===== src/rtl/steg_pkg.sv =====
// Shared definitions for the LSB steganography embedder/extractor pair:
// the common FSM encoding, default sizing constants and a clog2 helper.
package steg_pkg;

   typedef enum logic [1:0] {
      s_IDLE    = 2'b00,
      s_EXTRACT = 2'b01
   } state_t;

   localparam int DEFAULT_BPS       = 16;
   localparam int DEFAULT_WORD_SIZE = 8;

   // Ceiling log2, usable in parameter expressions; returns 0 for values <= 1.
   function automatic int clog2(input int value);
      int result;
      result = 0;
      for (int i = 0; i < 31; i++) begin
         if ((1 << i) < value) begin
            result = i + 1;
         end
      end
      return result;
   endfunction

endpackage


===== src/rtl/bit_extractor_seq_word_assembler.sv =====
// Packs a serial LSB-first bit stream into WORD_SIZE-bit words. Each
// completed word is published on word_o together with a one-cycle
// registered word_valid_o pulse; bit_count_o shows the partial fill level.
module word_assembler
   import steg_pkg::*;
#(
   parameter int WORD_SIZE = DEFAULT_WORD_SIZE,
   localparam int CNT_W    = clog2(WORD_SIZE)
) (
   input  logic                 in_clk,
   input  logic                 in_rst,
   input  logic                 bit_i,
   input  logic                 bit_valid_i,
   input  logic                 clear_i,
   output logic [WORD_SIZE-1:0] word_o,
   output logic                 word_valid_o,
   output logic [CNT_W-1:0]     bit_count_o
);

   logic [WORD_SIZE-1:0] partial_q, partial_d;
   logic [WORD_SIZE-1:0] word_q, word_d;
   logic [CNT_W-1:0]     count_q, count_d;
   logic                 valid_q, valid_d;

   // Insert the incoming bit at the current fill position; on the last bit
   // the whole word is handed to the output register and the fill restarts.
   always_comb begin
      partial_d = partial_q;
      word_d    = word_q;
      count_d   = count_q;
      valid_d   = 1'b0;
      if (clear_i) begin
         partial_d = '0;
         count_d   = '0;
      end else if (bit_valid_i) begin
         partial_d[count_q] = bit_i;
         if (count_q == CNT_W'(WORD_SIZE - 1)) begin
            word_d    = partial_d;
            valid_d   = 1'b1;
            partial_d = '0;
            count_d   = '0;
         end else begin
            count_d = count_q + CNT_W'(1);
         end
      end
   end

   // State registers with synchronous reset.
   always_ff @(posedge in_clk) begin
      if (in_rst) begin
         partial_q <= '0;
         word_q    <= '0;
         count_q   <= '0;
         valid_q   <= 1'b0;
      end else begin
         partial_q <= partial_d;
         word_q    <= word_d;
         count_q   <= count_d;
         valid_q   <= valid_d;
      end
   end

   assign word_o       = word_q;
   assign word_valid_o = valid_q;
   assign bit_count_o  = count_q;

endmodule


===== src/rtl/bit_extractor_seq.sv =====
// Receive-side LSB extractor: captures a frame of FRAME_SIZE samples, then
// walks the samples one per cycle, feeding each sample's LSB into the word
// assembler, which emits packed message words.
module bit_extractor_seq
   import steg_pkg::*;
#(
   parameter int BPS        = DEFAULT_BPS,
   parameter int FRAME_SIZE = 1,
   parameter int WORD_SIZE  = DEFAULT_WORD_SIZE,
   localparam int CNT_W     = clog2(WORD_SIZE),
   localparam int IDX_W     = (FRAME_SIZE > 1) ? clog2(FRAME_SIZE) : 1
) (
   input  logic                      in_clk,
   input  logic                      in_rst,
   input  logic                      in_enable,
   input  logic [FRAME_SIZE*BPS-1:0] in_frame,
   input  logic                      in_clear,
   output logic                      out_ready,
   output logic [WORD_SIZE-1:0]      out_word,
   output logic                      out_word_valid,
   output logic [CNT_W-1:0]          out_bit_count
);

   state_t                    state_q, state_d;
   logic [FRAME_SIZE*BPS-1:0] frame_q, frame_d;
   logic [IDX_W-1:0]          idx_q, idx_d;

   logic [FRAME_SIZE-1:0]     sampleLsbs;
   logic                      extBit;
   logic                      extValid;
   logic                      asmClear;
   logic                      readyInt;
   logic                      unusedFrameBits;

   // Only the LSB of each captured sample carries message data.
   always_comb begin
      sampleLsbs = '0;
      for (int k = 0; k < FRAME_SIZE; k++) begin
         sampleLsbs[k] = frame_q[k*BPS];
      end
   end

   assign unusedFrameBits = ^frame_q;

   // Next-state logic: accept a frame when idle, then extract one sample
   // LSB per cycle until the last sample has been consumed.
   always_comb begin
      state_d  = state_q;
      frame_d  = frame_q;
      idx_d    = idx_q;
      readyInt = 1'b0;
      extBit   = 1'b0;
      extValid = 1'b0;
      asmClear = 1'b0;
      case (state_q)
         s_IDLE: begin
            readyInt = 1'b1;
            asmClear = in_clear;
            if (in_enable) begin
               frame_d = in_frame;
               idx_d   = '0;
               state_d = s_EXTRACT;
            end
         end
         s_EXTRACT: begin
            extBit   = sampleLsbs[idx_q];
            extValid = 1'b1;
            if (idx_q == IDX_W'(FRAME_SIZE - 1)) begin
               idx_d   = '0;
               state_d = s_IDLE;
            end else begin
               idx_d = idx_q + IDX_W'(1);
            end
         end
         default: begin
            state_d = s_IDLE;
         end
      endcase
   end

   // FSM state, frame capture and sample index with synchronous reset.
   always_ff @(posedge in_clk) begin
      if (in_rst) begin
         state_q <= s_IDLE;
         frame_q <= '0;
         idx_q   <= '0;
      end else begin
         state_q <= state_d;
         frame_q <= frame_d;
         idx_q   <= idx_d;
      end
   end

   assign out_ready = readyInt;

   word_assembler #(
      .WORD_SIZE(WORD_SIZE)
   ) u_assembler (
      .in_clk      (in_clk),
      .in_rst      (in_rst),
      .bit_i       (extBit),
      .bit_valid_i (extValid),
      .clear_i     (asmClear),
      .word_o      (out_word),
      .word_valid_o(out_word_valid),
      .bit_count_o (out_bit_count)
   );

endmodule


===== config.mk =====
export PLATFORM = sky130hd
export DESIGN_NAME = bit_extractor_seq
export DESIGN_NICKNAME = d
export VERILOG_FILES = /design/src/rtl/steg_pkg.sv /design/src/rtl/bit_extractor_seq_word_assembler.sv /design/src/rtl/bit_extractor_seq.sv
export SDC_FILE = /design/constraint.sdc
export NUM_CORES = 1
export LEC_CHECK = 0
export ABC_AREA = 0
export BUFFER_PORTS_ARGS = -buffer_cell sky130_fd_sc_hd__buf_4
export CORE_UTILIZATION = 44
export DETAILED_ROUTE_END_ITERATION = 7
export PLACE_DENSITY = 0.73
export SYNTH_ARGS = -nofsm -noshare
export SYNTH_HDL_FRONTEND = slang
export SYNTH_SLANG_ARGS = --single-unit
export TNS_END_PERCENT = 1

===== constraint.sdc =====
create_clock -name in_clk -period 1.5 [get_ports in_clk]
set_clock_uncertainty 0.1 [all_clocks]
set_input_delay 0.3 -clock in_clk [delete_from_list [all_inputs] [get_ports in_clk]]
set_output_delay 0.3 -clock in_clk [all_outputs]
set_load 0.01 [all_outputs]

# --- Word-level counts from Yosys, hierarchy flattened ---
# Index checks and enable logic that the tools add are counted.
classes:
  addsub: 2
  order_cmp: 3
  n_eq_ne: 4
  mux: 17
  bitwise: 2
  n_reduce_logical: 9
ops:
  columns: ["cell", "count"]
  rows:
  - ["$mux 1", 9]
  - ["$bwmux 8", 1]
  - ["$mux 8", 1]
  - ["$reduce_and 2->1", 3]
  - ["$lt 3x4->1 const B", 1]
  - ["$mux 2", 2]
  - ["$ne 2x2->1 const B", 2]
  - ["$pmux 2 s2", 1]
  - ["$add 3x1->3 const B", 1]
  - ["$demux 1 s3", 1]
  - ["$eq 3x3->1 const B", 1]
  - ["$ge 3x1->1 const B", 1]
  - ["$mux 3", 1]
  - ["$reduce_and 3->1", 1]
  - ["$reduce_or 3->1", 1]
  - ["$eq 2x1->1 const B", 1]
  - ["$logic_not 2->1", 1]
  - ["$not 1->1", 2]
  - ["$pmux 1 s2", 1]
  - ["$reduce_bool 2->1", 1]
  - ["$reduce_or 2->1", 1]
  - ["$add 1x1->1 const B", 1]
  - ["$logic_and 1x1->1", 1]
  - ["$lt 1x1->1 const B", 1]
word_totals:
  ff_bits: 24
  in_bits: 20
  out_inout_bits: 13

# --- Longest topological paths before layout ---
# Gate-level depths: netlist (run 1).
logic_depth:
  ltp_word: 6
  mapped_depth: 7
  ltp_nobuf: 5

# --- Cells and area by module ---
# From an unflattened synthesis (run 1), not the netlist that was laid out.
unflattened:
  cells_unflattened: 118
  hier_area_um2: 1199.9
by_module_without_submodules:
  columns: ["module", "instances", "cells_per_inst", "area_each_um2"]
  rows:
  - ["word_assembler", 1, 108, 1098.6]
  - ["bit_extractor_seq", 1, 10, 101.3]

# --- Worst setup path after synthesis (run 1) ---
# OpenSTA, ideal clock, no wires.
synth_timing:
  path_type: "register to register"
  from: "reg u_assembler.count_q[0], in the netlist u_assembler.bit_count_o[0]"
  to: "reg u_assembler.partial_q[0]"
  arrival_time_ns: 1.449
  required_ns: 1.327
  slack_ns: -0.123
  path_stages_with_launch: 6
  period_less_slack_ns: 1.623
  cell_sequence: "dfxtp_1 > ha_1 > ha_1 > or3b_4 > o21ai_1 > o2bb2ai_1"
synth_via:
  elab_chain_cells: 6
synth_lines:
  columns: ["item", "line_no", "rtl"]
  rows:
  - ["from (decl)", "bit_extractor_seq_word_assembler.sv:22", "logic [CNT_W-1:0] count_q, count_d;"]
  - ["from (signal assigned)", "bit_extractor_seq_word_assembler.sv:58", "count_q <= count_d;"]
  - ["$lt 3x4->1 (implied by the code) / $ge 3x1->1 (equally long branches)", "bit_extractor_seq_word_assembler.sv:36", "partial_d[count_q] = bit_i;"]
  - ["$logic_and 1x1->1 (implied by the code)", "bit_extractor_seq_word_assembler.sv:36", null]
  - ["$mux 1 (implied by the code)", "bit_extractor_seq_word_assembler.sv:36", null]
  - ["$demux 1 s3", null, null]
  - ["$bwmux 8", "bit_extractor_seq_word_assembler.sv:36", null]
  - ["$mux 8 (*)", "bit_extractor_seq_word_assembler.sv:37", "if (count_q == CNT_W'(WORD_SIZE - 1)) begin"]
  - ["to (signal assigned)", "bit_extractor_seq_word_assembler.sv:56", "partial_q <= partial_d;"]
  - ["to (decl)", "bit_extractor_seq_word_assembler.sv:20", "logic [WORD_SIZE-1:0] partial_q, partial_d;"]
# Mark *: on every way between the ends. The rest lies on a longest branch, timed or not.
# A chain may end at the register's enable or synchronous reset.

# --- Worst setup path in the final report (run 1) ---
layout_timing:
  from: "reg u_assembler.count_q[0], in the netlist u_assembler.bit_count_o[0]"
  to: "reg u_assembler.partial_q[4]"
# The elaborated chain is that of the path after synthesis.

==> results.md, run 1 <==
- The run finished, with violations left.
- The final reports fail on setup timing.
- The filler-free cell count of the finished design is 170.
- The register clock-pin slew on the reported worst setup and hold paths is 0.13 ns.
- The proportion of synthesized chip area in sequential cells is 0.4256.
- The remaining global-route overflow is 0.
- The final period demand of the worst path is 1.573 ns.
- The master cell of the clock root buffer is clkbuf_4.
- The analysis attributes to cell leakage a power of 0.0005309 uW.
- Counting instances, the worst hold path has a depth of 2.
- Setup violations remaining at the end of the flow were counted as 5.
- The switching share of total power is 0.2488.
- The final net count is 165.
- The fraction of power consumed by combinational cells is 0.095.
- The highest achievable clock rate is 635.5 MHz.
- In this run the vertical extent of the chip is 50.50 um.
- The net count after synthesis is 138.
- During I/O placement, the number of pins put on the boundary was 33.
- After layout, the worst setup slack is -0.07348 ns.
- In the final layout, the share of cells above drive strength 1 is 0.3592.
- The netlist area before placement is 0.001035 mm2.
- The critical path data arrival time is 1.72 ns.
- The gate family responsible for the most delay along the worst path is simple AND/OR/NAND/NOR gates.
- The floorplan has 17 rows.
- The post-CTS setup buffer count is 0.
- The total half-perimeter wirelength after legalization and detailed placement is 1692 um.
- The distinct cell type count of the synthesized netlist is 29.
- The power share of the sequential group is 0.608.
- The routability congestion estimate from global placement is 0.7287.
- The tool flagged a number of max-cap violations equal to 0.
- The post-route DRC violation count is 0.
- The internal power of the cells totals 738.2 uW.
- TritonCTS built the clock tree.
- The switching component of the power is 244.5 uW.
- The number of cells on the worst reg-to-reg path is 5.
- The number of buffers created by CTS is 3.
- The detail route stage leaves a number of antenna-violating nets equal to 0.
- The cell type of the slowest stage on the worst timing path is or3b_4.
- Leaving out fill and tap cells, the most frequent cell in the layout is buf_4.
- Dividing the final minimum period by the clock period gives 1.049.
- The first global-routing pass estimated 3719 um of wire.
- Counting every sink on the clock net gives 22.
- The clock reaches the later pin of the worst-skew pair after 0.32 ns.
- The number of buffers and inverters on the critical path is 0.
- The horizontal extent of the die is 50.50 um.
- Along the worst path, the maximum fanout reaches 5.
- The number of pins with negative max-slew slack in the final report was 0.
- For this block, the via count after detailed routing is 985.
- Setup repair after global routing could not meet its margin everywhere.
- The repair_antennas step left the layout with diodes totalling 0.
- The filler cells instantiated in the layout total 193.
- The via count of the first global-routing pass is 823.
- The power per cell area is 721.9 mW/mm2.
- The total global routing track utilization is 0.1991.
- Synthesis handed over a netlist of 116 instances.
- In this design, the stage delay of the slowest critical-path cell is 0.41 ns.
- Dividing the synthesized area by the synthesized cell count gives 8.920 um2.
- The area of the core is 0.002212 mm2.
- The headroom to the max-slew limit is 0.7756.
- The worst setup path is launched from a flip-flop.
- The initial DRC count is 49.
- The final number of hold-violating endpoints came to 0.
- CTS built an H-tree with a depth of 1.
- The worst hold path begins at in_rst.
- In this run, synthesis produced a sequential element count of 22.
- The routed wirelength normalized by instance count is 14.12 um.
- Across all register-to-register paths, the minimum setup slack is -0.07 ns.
- For this run, the detailed router's first-pass iteration total came to 4.
- Leaving out fill and tap cells, the most frequent cells in the layout are 28 x buf_4, 18 x dfxtp_1, 12 x nor2_1, 7 x nand2_1, 6 x nor3b_1.
- Among the stages of the critical path, the cell type that occurs most often is ha_4.
- STA puts the critical path data required time at 1.65 ns.
- The class of the most critical setup path is reg -> reg.
- The layout-stage area growth over the synthesis result is 31.56%.
- For the pin with the worst max-slew slack, the measured transition is 0.3359 ns.
- The critical path runs through a total of 5 cells.
- Before CTS, the worst setup slack after placement is -0.02671 ns.
- Entering global routing, the biggest net connects 18 pins.
- The worst register-to-register path begins at u_assembler.bit_count_o[0].
- After detailed placement, the design holds a cell count of 166.
- The worst hold path terminates at u_assembler.bit_count_o[1].
- The power share of the clock group is 0.297.
- STA classifies the critical path endpoint as a flip-flop.
- The die covers 0.002550 mm2.
- The worst-case vdd ir drop is 0.4249 mV.
- In this run the tool buffered the top-level ports with 17 buffer cells.
- Walking the worst path, the cells encountered are ha_4 > ha_4 > or3b_4 > o21ai_1 > o2bb2ai_1.
- In this run the deepest clock path goes through 2 buffers.
- The initial antenna violation count is 0.
- For this block, the routed nets add up to 2401 um of wire.
- The ratio of routed vias to standard cells is 5.794.
- The worst register-to-register path ends at u_assembler.partial_q[4].
- The effective utilization at floorplan is 0.4678.
- The number of warning messages in the yosys log is 0.
- In this run the worst hold path is classified as in -> reg.
power groups by stage:
stage               clock, uW  combinational [uW]  sequential [uW]
finish                    292                93.4              598
global route              312                 102              598
CTS                       297                88.7              596
detailed placement          0                85.6              609
global placement            0                83.2              609
floorplan                   0                50.2              608
flip-flops by register name (all words and copies together) (netlist names):
signal                    flops
state_q                       1
u_assembler.word_o            8
u_assembler.word_valid_o      1
frame_q                       1
u_assembler.partial_q         8
u_assembler.bit_count_o       3
cell usage after synthesis, drive strengths merged:
| cell type | n | area, um2 |
|---|---|---|
| nor2b | 3 | 18.77 |
| dfxtp | 22 | 440.4 |
| a31oi | 3 | 18.77 |
| o21ai | 5 | 25.02 |
| a32oi | 1 | 8.760 |
| or3b | 4 | 37.54 |
| nand2 | 7 | 26.28 |
| nand3 | 2 | 10.01 |
| nand4 | 3 | 18.77 |
| nor3b | 6 | 45.04 |
| and3 | 1 | 6.260 |
| a211oi | 4 | 30.03 |
| buf | 7 | 45.04 |
| nor3 | 2 | 10.01 |
| clkbuf | 2 | 7.510 |
| a221oi | 1 | 8.760 |
| o221ai | 3 | 26.28 |
| o21bai | 3 | 22.52 |
| ha | 2 | 25.02 |
| inv | 4 | 15.01 |
| mux2i | 4 | 40.04 |
| nor2 | 13 | 48.80 |
| nand3b | 3 | 22.52 |
| o2bb2ai | 5 | 43.79 |
| or3 | 2 | 12.51 |
| a21oi | 3 | 15.01 |
| and2 | 1 | 6.260 |
final cells by class:
cell class              instances  area (um2)  area share
repair buffers                 31       252.7      0.1857
multi-input cells              81       584.3      0.4292
flip-flops and latches         22       447.9      0.3290
well taps                      28       35.03     0.02574
inverters                       4       15.01     0.01103
clock buffers                   4       26.28     0.01930
worst max path at each step:
stage                          startpoint                       end  slack, ns
2_1_floorplan  u_assembler.bit_count_o[0]  u_assembler.partial_q[0]      0.005
3_3_place_gp   u_assembler.bit_count_o[0]  u_assembler.partial_q[2]      -0.03
3_5_place_dp   u_assembler.bit_count_o[0]  u_assembler.partial_q[4]      -0.03
4_1_cts        u_assembler.bit_count_o[0]  u_assembler.partial_q[4]      -0.07
5_1_grt        u_assembler.bit_count_o[0]  u_assembler.partial_q[4]      -0.07
6_report       u_assembler.bit_count_o[0]  u_assembler.partial_q[4]      -0.07
stage by stage:
stage / utilization / hold WS (ns) / TNS (ns) / total power (uW) / cell area [um2]
after floorplan: - / 0.2716 / 0 / 657.9 / 1049
after global placement: 0.5752 / 0.3445 / -0.09261 / 691.9 / 1272
after detailed placement: 0.5752 / 0.3506 / -0.09726 / 694.4 / 1272
after CTS: 0.6035 / 0.1056 / -0.2487 / 982.6 / 1335
after global routing: 0.6154 / 0.1291 / -0.3819 / 1012 / 1361
final: 0.6154 / 0.1237 / -0.1487 / 982.7 / 1361
metal layers:
metal  routed length (um)  global-route usage  vias to the layer above  share of wire
met1                 1007              0.2547                      456           0.42
met2                 1175              0.3133                       46           0.49
li1                     -                   -                      478              -
met5                    0                   0                        -              0
met4                   55              0.1250                        0          0.023
met3                  163             0.02727                        5          0.068
logic make-up after synthesis:
logic type | share of synthesized area
multiplexers | 0.03870
buffers and inverters | 0.06529
flip-flops | 0.4256
adder cells (fa/ha/maj) | 0.02418
AND/OR/NAND/NOR | 0.2539
AO/OA/AOI/OAI | 0.1923
repair_timing:
item,CTS,global route
endpoints found under the setup margin,11,11
hold buffers,0,0
gates resized for setup,6,7
pin swaps,5,3
No activity file was read; power rests on OpenSTA's default activity.
==> inputs of run 2 (changes only) <==
--- a/config.mk
+++ b/config.mk
@@ -9,7 +9,9 @@
 export BUFFER_PORTS_ARGS = -buffer_cell sky130_fd_sc_hd__buf_4
 export CORE_UTILIZATION = 44
 export DETAILED_ROUTE_END_ITERATION = 7
+export HOLD_SLACK_MARGIN = 0.15
 export PLACE_DENSITY = 0.73
+export SETUP_SLACK_MARGIN = 0.1
 export SYNTH_ARGS = -nofsm -noshare
 export SYNTH_HDL_FRONTEND = slang
 export SYNTH_SLANG_ARGS = --single-unit
==> constraint.sdc (replaced) <==
create_clock -name in_clk -period 1.5 [get_ports in_clk]
set_clock_uncertainty 0.1 [all_clocks]
set_input_delay 0.3 -clock in_clk [delete_from_list [all_inputs] [get_ports in_clk]]
set_output_delay 0.3 -clock in_clk [all_outputs]
set_load 0.005 [all_outputs]
==> run 2 against run 1 <==
Compared with the run above:
- the flow still finishes with violations (setup timing)
- critical path depth unchanged
- design area increased by 2.1%
- via count decreased by 4.2%
- sequential power about the same
- global-route usage increased by 0.89 points
- hold slack improved by 0.10 ns
- count of clock-buffer cells in the layout unchanged
- maximum frequency increased by 3.0%
- largest cell class unchanged
==> results.md, run 2 (synthesis results as in run 1) <==
- The floorplan step set the die width to 50.50 um.
- Entering global routing, the biggest net connects 18 pins.
- The reported max-cap violation count is 0.
- Counting I/O delays and the setup requirement, the final critical path takes 1.528 ns.
- The post-route antenna net violation count is 0.
- Counting along the longest clock path gives a buffer depth of 2.
- Across every metal layer, demand over resource in global routing totals 0.2080.
- The post-CTS setup buffer count is 0.
- The class of the most critical setup path is reg -> reg.
- The critical path data arrival time is 1.68 ns.
- The count of pins on the block boundary is 33.
- Measured against its own limit, the worst slew margin works out to 0.7728.
- The post-route DRC violation count is 0.
- Summed over all layers, the global routing overflow is 0.
- Setup violations remaining at the end of the flow were counted as 5.
- The chip height is 50.50 um.
- The final route contains 944 vias.
- The largest single stage delay on the critical path is 0.41 ns.
- The H-tree depth reported by CTS is 1.
- The proportion of layout cells with a drive suffix above 1 is 0.3517.
- The floorplan has 17 rows.
- The first TritonRoute pass finished after 4 iterations.
- Among all stages on the critical path, the largest delay is contributed by or3b_4.
- The overall die area is 0.002550 mm2.
- Clock tree synthesis found a total of 22 sinks.
- The power per cell area is 742.4 mW/mm2.
- The checks that failed: setup timing.
- For the pin with the worst max-slew slack, the measured transition is 0.3408 ns.
- Leaving out fill and tap cells, the most frequent cell in the layout is buf_4.
- The endpoint class of the critical path is a flip-flop.
- The master cell of the clock root buffer is clkbuf_4.
- In the final routed layout, each cell accounts on average for 13.82 um.
- Compared with the post-synthesis result, the final layout area differs by 34.34%.
- The via count of the first global-routing pass is 895.
- The run finished, with violations left.
- The class of the worst hold path is in -> reg.
- The initial antenna violation count is 0.
- After clock tree synthesis, the clock-pin slew on the worst setup and hold paths is 0.13 ns.
- At the end of the flow, the number of nets in the layout was 168.
- Clock tree synthesis inserted a total of 3 buffers.
- The later pin in the worst-skew pair is clocked with a latency of 0.31 ns.
- The number of pins with negative max-slew slack in the final report was 0.
- The number of buffers inserted by port buffering is 17.
- For this run, the share of the core covered by cells in the final layout is 0.6284.
- The final number of hold-violating endpoints is 0.
- The highest achievable clock rate is 654.4 MHz.
- At the worst endpoint, the required time is 1.65 ns.
- In the layout the commonest cells are 26 x buf_4, 18 x dfxtp_1, 13 x nor2_1, 7 x nand2_1.
- The effective utilization at floorplan is 0.4678.
- Walking the worst path, the cells encountered are ha_4 > ha_4 > or3b_4 > o21ai_2 > o2bb2ai_1.
- For this block, the routed nets add up to 2390 um of wire.
- TritonCTS built the clock tree.
- The wire-length estimate of the detail-placed layout is 1643 um.
- In this run the standard cell core region covers 0.002212 mm2.
- The first global-routing pass estimated 3967 um of wire.
- The initial DRC count is 13.
- The routability congestion estimate from global placement is 0.7625.
- Setup repair after global routing could not meet its margin everywhere.
- After layout, the worst setup slack is -0.02818 ns.
- The most common cell type on the critical path is ha_4.
- The analysis attributes to cell leakage a power of 0.0005523 uW.
- The final sum of negative setup slack is -0.1034 ns.
- OpenSTA, run right after detailed placement, puts the worst setup slack at -0.03814 ns.
- Of the available clock period, the critical path in the final layout requires 1.019.
- IR analysis of the VDD net gives a maximum drop of 0.4612 mV.
- Dividing the detail-routed via count by the number of cells gives 5.457.
- The repair_antennas step left the layout with diodes totalling 0.
- Along the worst path, the maximum fanout reaches 5.
- The startpoint kind of the worst setup timing path is a flip-flop.
-- run 2: cell count changes in the layout (fill, tap and decap cells not counted), sizes merged --
| cell | delta |
|---|---|
| buf | +1 |
| dlygate4sd3 | +2 |
-- run 2: final cells by class --
class / count / area (um2)
Fill cell: 203 / 822.0
Multi-Input combinational cell: 81 / 570.5
Sequential cell: 22 / 450.4
Timing Repair Buffer: 34 / 282.8
Clock buffer: 4 / 36.28
Tap cell: 28 / 35.03
Inverter: 4 / 15.01
-- run 2: timing repair --
item | in CTS | in global routing
resized for setup | 14 | 0
pin swaps | 3 | 0
endpoints found under the setup margin | 18 | 19
hold buffers | 2 | 0
endpoints found under the hold margin | 4 | 0
-- run 2: routing by layer --
layer  share of wire  vias up  track usage
met3           0.040        4      0.03333
met1            0.46      432       0.2491
li1                -      482            -
met4           0.017        0       0.1111
met5               0        -            0
met2            0.49       26       0.3533
-- run 2: critical path: cells and delay by family, from the launching register on --
family          cells  cell delay [ns]
simple gates        1             0.41
flops               1             0.38
compound gates      2             0.25
fa+ha+maj           2             0.33
-- run 2: power breakdown --
part           internal, uW  switching [uW]  total (uW)
clock                   148             189         337
sequential              588            8.01         596
combinational          50.0            48.2        98.1
-- run 2: path summary, 6_finish.rpt --
kind,slack (ns),start,end,cells past startpoint
worst max-delay path,-0.03,u_assembler.bit_count_o[0],u_assembler.partial_q[7],5
worst min-delay path,0.23,in_clear,u_assembler.bit_count_o[1],4
worst max register to register,-0.03,u_assembler.bit_count_o[0],u_assembler.partial_q[7],5
worst min register to register,0.37,u_assembler.partial_q[4],u_assembler.partial_q[4],1
-- run 2: through the flow --
step                      cell area [um2]  power (uW)  instances  hold WS, ns
after floorplan                      1069       657.3        116       0.2716
after global placement               1287       691.7        167       0.3430
after detailed placement             1287       695.3        167       0.3495
after CTS                            1390        1028        173       0.2202
after global routing                 1390        1068        173       0.2387
final                                1390        1032        173       0.2275
